**config.mk**
```make
export PLATFORM = sky130hd
export DESIGN_NAME = coefficient_loader
export DESIGN_NICKNAME = d
export VERILOG_FILES = /design/src/rtl/fir_pkg.sv /design/src/rtl/coefficient_loader_ack_timer.sv /design/src/rtl/coefficient_loader.sv
export SDC_FILE = /design/constraint.sdc
export NUM_CORES = 1
export LEC_CHECK = 0
export ABC_AREA = 1
export ABC_CLOCK_PERIOD_IN_PS = 1550
export CAP_MARGIN = 20
export CORE_MARGIN = 3
export CORE_UTILIZATION = 45
export DETAILED_ROUTE_END_ITERATION = 8
export PLACE_DENSITY = 0.72
export RECOVER_POWER = 50
export SYNTH_ARGS = -nofsm -noshare
export SYNTH_HDL_FRONTEND = slang
export SYNTH_SLANG_ARGS = --single-unit
```
**constraint.sdc**
```tcl
create_clock -name clk -period 1.55 [get_ports clk]
set_input_delay 0.31 -clock clk [delete_from_list [all_inputs] [get_ports clk]]
set_output_delay 0.31 -clock clk [all_outputs]
set_load 0.05 [all_outputs]
```
**src/rtl/fir_pkg.sv**
```systemverilog
// Shared FIR-filter types: coefficient loader state encoding and bank defaults.
package fir_pkg;

    localparam int unsigned NUM_COEFF_DEFAULT   = 4;
    localparam int unsigned ACK_TIMEOUT_DEFAULT = 15;

    typedef enum logic [2:0] {
        IDLE      = 3'd0,
        LOAD      = 3'd1,
        WAIT_ACK  = 3'd2,
        WAIT_DONE = 3'd3,
        CLEAR     = 3'd4,
        ERR       = 3'd5
    } loader_state_t;

endpackage

```
**src/rtl/coefficient_loader_ack_timer.sv**
```systemverilog
// Clearable saturating up-counter that flags the cycle in which the handshake wait
// would reach ACK_TIMEOUT.
module ack_timer #(
    parameter int unsigned ACK_TIMEOUT = 15
) (
    input  logic clk,
    input  logic n_reset,
    input  logic clear_i,
    input  logic enable_i,
    output logic expire_c_o
);

    localparam int unsigned CNTW = $clog2(ACK_TIMEOUT + 1);

    logic [CNTW-1:0] count_q;
    logic [CNTW-1:0] count_d;

    always_comb begin
        count_d = count_q;
        if (clear_i) begin
            count_d = '0;
        end else if (enable_i && (count_q != CNTW'(ACK_TIMEOUT))) begin
            count_d = count_q + CNTW'(1);
        end
    end

    always_ff @(posedge clk or negedge n_reset) begin
        if (!n_reset) begin
            count_q <= '0;
        end else begin
            count_q <= count_d;
        end
    end

    // High in the waiting cycle whose increment brings the count to ACK_TIMEOUT.
    assign expire_c_o = (count_q == CNTW'(ACK_TIMEOUT - 1));

endmodule

```
**src/rtl/coefficient_loader.sv**
```systemverilog
// Steps a bank of NUM_COEFF coefficients from the slave register file into the FIR
// filter using the load_coeff / modwait handshake, then clears the slave request.
module coefficient_loader
    import fir_pkg::*;
#(
    parameter  int unsigned NUM_COEFF   = NUM_COEFF_DEFAULT,
    parameter  int unsigned ACK_TIMEOUT = ACK_TIMEOUT_DEFAULT,
    localparam int unsigned IDXW        = (NUM_COEFF > 1) ? $clog2(NUM_COEFF) : 1
) (
    input  logic            clk,
    input  logic            n_reset,
    input  logic            new_coefficient_set,
    input  logic            modwait,
    output logic            load_coeff,
    output logic [IDXW-1:0] coefficient_num,
    output logic            clear_new_coeff,
    output logic            loader_busy,
    output logic            load_err
);

    localparam logic [IDXW-1:0] LAST_IDX = IDXW'(NUM_COEFF - 1);

    loader_state_t   state_q;
    loader_state_t   state_d;
    logic [IDXW-1:0] idx_q;
    logic [IDXW-1:0] idx_d;

    logic load_coeff_q;
    logic clear_new_coeff_q;
    logic loader_busy_q;
    logic load_err_q;

    logic tmr_clear;
    logic tmr_enable;
    logic tmr_expire_c;

    assign tmr_clear  = (state_q == LOAD);
    assign tmr_enable = (state_q == WAIT_ACK);

    ack_timer #(
        .ACK_TIMEOUT (ACK_TIMEOUT)
    ) u_ack_timer (
        .clk        (clk),
        .n_reset    (n_reset),
        .clear_i    (tmr_clear),
        .enable_i   (tmr_enable),
        .expire_c_o (tmr_expire_c)
    );

    // Next-state and index sequencing.
    always_comb begin
        state_d = state_q;
        idx_d   = idx_q;
        case (state_q)
            IDLE: begin
                idx_d = '0;
                if (new_coefficient_set && !modwait) begin
                    state_d = LOAD;
                end
            end
            LOAD: begin
                state_d = WAIT_ACK;
            end
            WAIT_ACK: begin
                if (modwait) begin
                    state_d = WAIT_DONE;
                end else if (tmr_expire_c) begin
                    state_d = ERR;
                end
            end
            WAIT_DONE: begin
                if (!modwait) begin
                    if (idx_q == LAST_IDX) begin
                        state_d = CLEAR;
                    end else begin
                        idx_d   = idx_q + IDXW'(1);
                        state_d = LOAD;
                    end
                end
            end
            CLEAR: begin
                idx_d   = '0;
                state_d = IDLE;
            end
            ERR: begin
                if (!new_coefficient_set) begin
                    idx_d   = '0;
                    state_d = IDLE;
                end
            end
            default: begin
                idx_d   = '0;
                state_d = IDLE;
            end
        endcase
    end

    // Outputs are decoded from the next state so they register alongside it.
    always_ff @(posedge clk or negedge n_reset) begin
        if (!n_reset) begin
            state_q           <= IDLE;
            idx_q             <= '0;
            load_coeff_q      <= 1'b0;
            clear_new_coeff_q <= 1'b0;
            loader_busy_q     <= 1'b0;
            load_err_q        <= 1'b0;
        end else begin
            state_q           <= state_d;
            idx_q             <= idx_d;
            load_coeff_q      <= (state_d == LOAD);
            clear_new_coeff_q <= (state_d == CLEAR);
            loader_busy_q     <= (state_d != IDLE) && (state_d != ERR);
            load_err_q        <= (state_d == ERR);
        end
    end

    assign load_coeff      = load_coeff_q;
    assign coefficient_num = idx_q;
    assign clear_new_coeff = clear_new_coeff_q;
    assign loader_busy     = loader_busy_q;
    assign load_err        = load_err_q;

endmodule

```
==> impl_metrics.yaml <==
flow_run:
  maxCapViolations: 0
sta:
  worstMarginPinSlew_ns: 0.701
  finClkSkew_ns: 0.00129
  slew_viol_final: 0
  slew_headroom: 0.533
  min_period_ns: 1.39
  finalHoldViolations: 0
  setup_viol: 0
  holdWs_ns: 0.539
  fmax_ghz: 0.721
  min_period_over_period: 0.895
  rsz0062_at_grt: "false"
yosys:
  netlist_top_cells_count: "14 x nand2_1, 13 x dfrtp_1, 12 x nor2_1"
  ys_warn_count: 0
  avgSynthCellArea_um2: 8.28
  synthCells: 86
  ys_top_cells_by_area: "dfrtp_1 46%, nand2_1 7.4%, nor2_1 6.3%"
  synth_fp_nets: 93
  syn_area_um2: 712
  ys.flop_type: "dfrtp_1"
  seq_area_frac_synth: 0.457
  synth_edf_count: 0
  synth_top_area_cell: "dfrtp_1"
  yosys_register_bits: 13
  synth_cell_types: 19
  async_flop_share: 1.00
  yosysMostFrequentCell: "nand2_1"
  yosysTopAreaCellShare: 0.457
finish:
  utilization: 0.636
  final_nets: 111
  diodes: 0
  drive_above_1_share: 0.252
  layout.cells.non_filler: 118
  syn_to_final_growth_pct: 23.6
worst_hold_path:
  holdCritPathClass: "flop to flop"
placement:
  gp_congestion: 0.812
  portBuffers: 9
  dpl.hpwl_um: 1040
  placed_cells: 112
floorplanning:
  start_util: 0.515
  die_area_mm2: 0.00210
  core_area_mm2: 0.00138
  num_rows: 13
  die_y_um: 45.8
  ios: 10
  die_w_um: 45.8
global_routing:
  grt_pass1_vias: 538
  grt_max_degree: 14
  grt_pass1_wl_um: 2430
  grt-ovfl-total: 0
  grt_usage: 0.165
  antenna_found_initial: 0
critical_path:
  cp-end-kind: "flop"
  critPathRequiredTime_ns: 1.75
  crit_type: "flop to flop"
  crit_arrival_ns: 1.59
  crit_path_max_fanout: 3
  start_kind: "flop"
detailed_routing:
  routed_wl_um: 1360
  firstDrtPassIters: 4
  wl_per_cell_um: 11.5
  ant_nets: 0
  drtIter0Drc: 18
  drt-vias-per-instance: 5.08
  drc: 0
  vias: 600
clock_tree:
  clk_pin_slew_ns: 0.08
  cts.sinks: 13
  cts_hold_buf: 0
  cts_root_buf: "clkbuf_4"
  cts_buffers: 3
  tritoncts: "done"
  clock_path_buffers: 2
  clk-insertion-delay-late_ns: 0.27
  htree_num_levels: 1
status:
  outcome: "complete, no violations"
pwr:
  vdd_drop_max_mv: 1.01
  p_leak_nw: 0.462
  p_per_area_mw_per_mm2: 1790
-- report_power, final --
| group | total (mW) | leakage [nW] | internal [mW] | switching [mW] |
|---|---|---|---|---|
| logic | 0.805 | 0.278 | 0.282 | 0.523 |
| clock network | 0.210 | 0.0150 | 0.0998 | 0.111 |
| registers | 0.556 | 0.169 | 0.450 | 0.106 |
| total | 1.57 | 0.462 | 0.831 | 0.740 |
-- per-layer routing --
layer / global-route usage / up-vias / routed length (µm)
met5: 0 / - / 0
met4: 0.102 / 0 / 31
met3: 0.0277 / 4 / 47
met2: 0.212 / 13 / 618
met1: 0.251 / 270 / 662
li1: - / 313 / -
-- worst max-delay path, cell delays in order, from the launching register on --
cell and delay [ns]:
dfrtp_2 0.42, ha_1 0.22, or2_1 0.23, o211ai_2 0.08
nand2_1 0.08, nor2_2 0.12, inv_1 0.06, nor2_1 0.10
-- metrics by stage --
step | power, mW | setup WS (ns) | area (µm²) | setup TNS (ns)
finish | 1.57 | 0.163 | 880 | 0
global route | 1.72 | 0.0124 | 880 | 0
CTS | 1.57 | 0.0712 | 873 | 0
detailed placement | 1.36 | -0.0715 | 847 | -0.0862
global placement | 1.34 | 0.0101 | 847 | 0
floorplan | 1.13 | 0.00349 | 713 | 0
-- cell families (layout without fill, tap and decap cells) --
family                     count (synthesis)  after routing  share of synthesized area
xor gates and xnor gates                   1              1                     0.0123
AOI/OAI and AO/OA                          8              8                     0.0668
DFF                                       13             13                      0.457
adders and majority gates                  3              3                     0.0527
and+or+nand+nor                           49             49                      0.348
buffers and inverters                     12             29                     0.0633
-- cell type report --
type                       count  area [µm²]
clock buffer                   4        26.3
fill                         107         503
timing repair buffer          13         119
multi-input combinational     61         344
sequential                    13         327
inverter                      12        45.0
tap                           15        18.8
-- path summary, 6_finish.rpt --
check / startpoint / to / slack (ns) / cells after the start
worst min-delay path: coefficient_num[1] / coefficient_num[1] / 0.54 / 2
max in group asynchronous: n_reset / coefficient_num[0] / 0.49 / 2
worst min register to register: coefficient_num[1] / coefficient_num[1] / 0.54 / 2
worst max-delay path: coefficient_num[0] / load_coeff / 0.16 / 7
min in group asynchronous: n_reset / u_ack_timer.count_q[0] / 0.58 / 2
worst max register to register: coefficient_num[0] / load_coeff / 0.16 / 7
-- sequential cells by signal, indices dropped and copies added (netlist names) --
signal	flops
u_ack_timer.count_q	4
coefficient_num	2
clear_new_coeff	1
loader_busy	1
load_err	1
state_q	3
load_coeff	1
-- cell usage in the layout (no fill, tap or decap) --
cell type and count:
a21oi_1 2, buf_12 2, buf_4 4, clkbuf_1 2, clkbuf_2 3, clkbuf_4 3
clkdlybuf4s50_1 2, dfrtp_1 12, dfrtp_2 1, dlygate4sd3_1 1, ha_1 3, inv_1 11
inv_2 1, nand2_1 14, nand2_2 5, nand3_1 8, nand3_2 2, nand4_1 3
nor2_1 11, nor2_2 2, nor2_4 2, nor3_1 1, o211ai_2 1, o21ai_0 2
o21ai_1 3, or2_1 1, xor2_1 1
-- what timing repair did --
action	CTS	global route
endpoints found under the setup margin	0	3
resized for setup	0	1
setup buffers	0	2
Note: power is estimated with default switching activity, not from simulation.
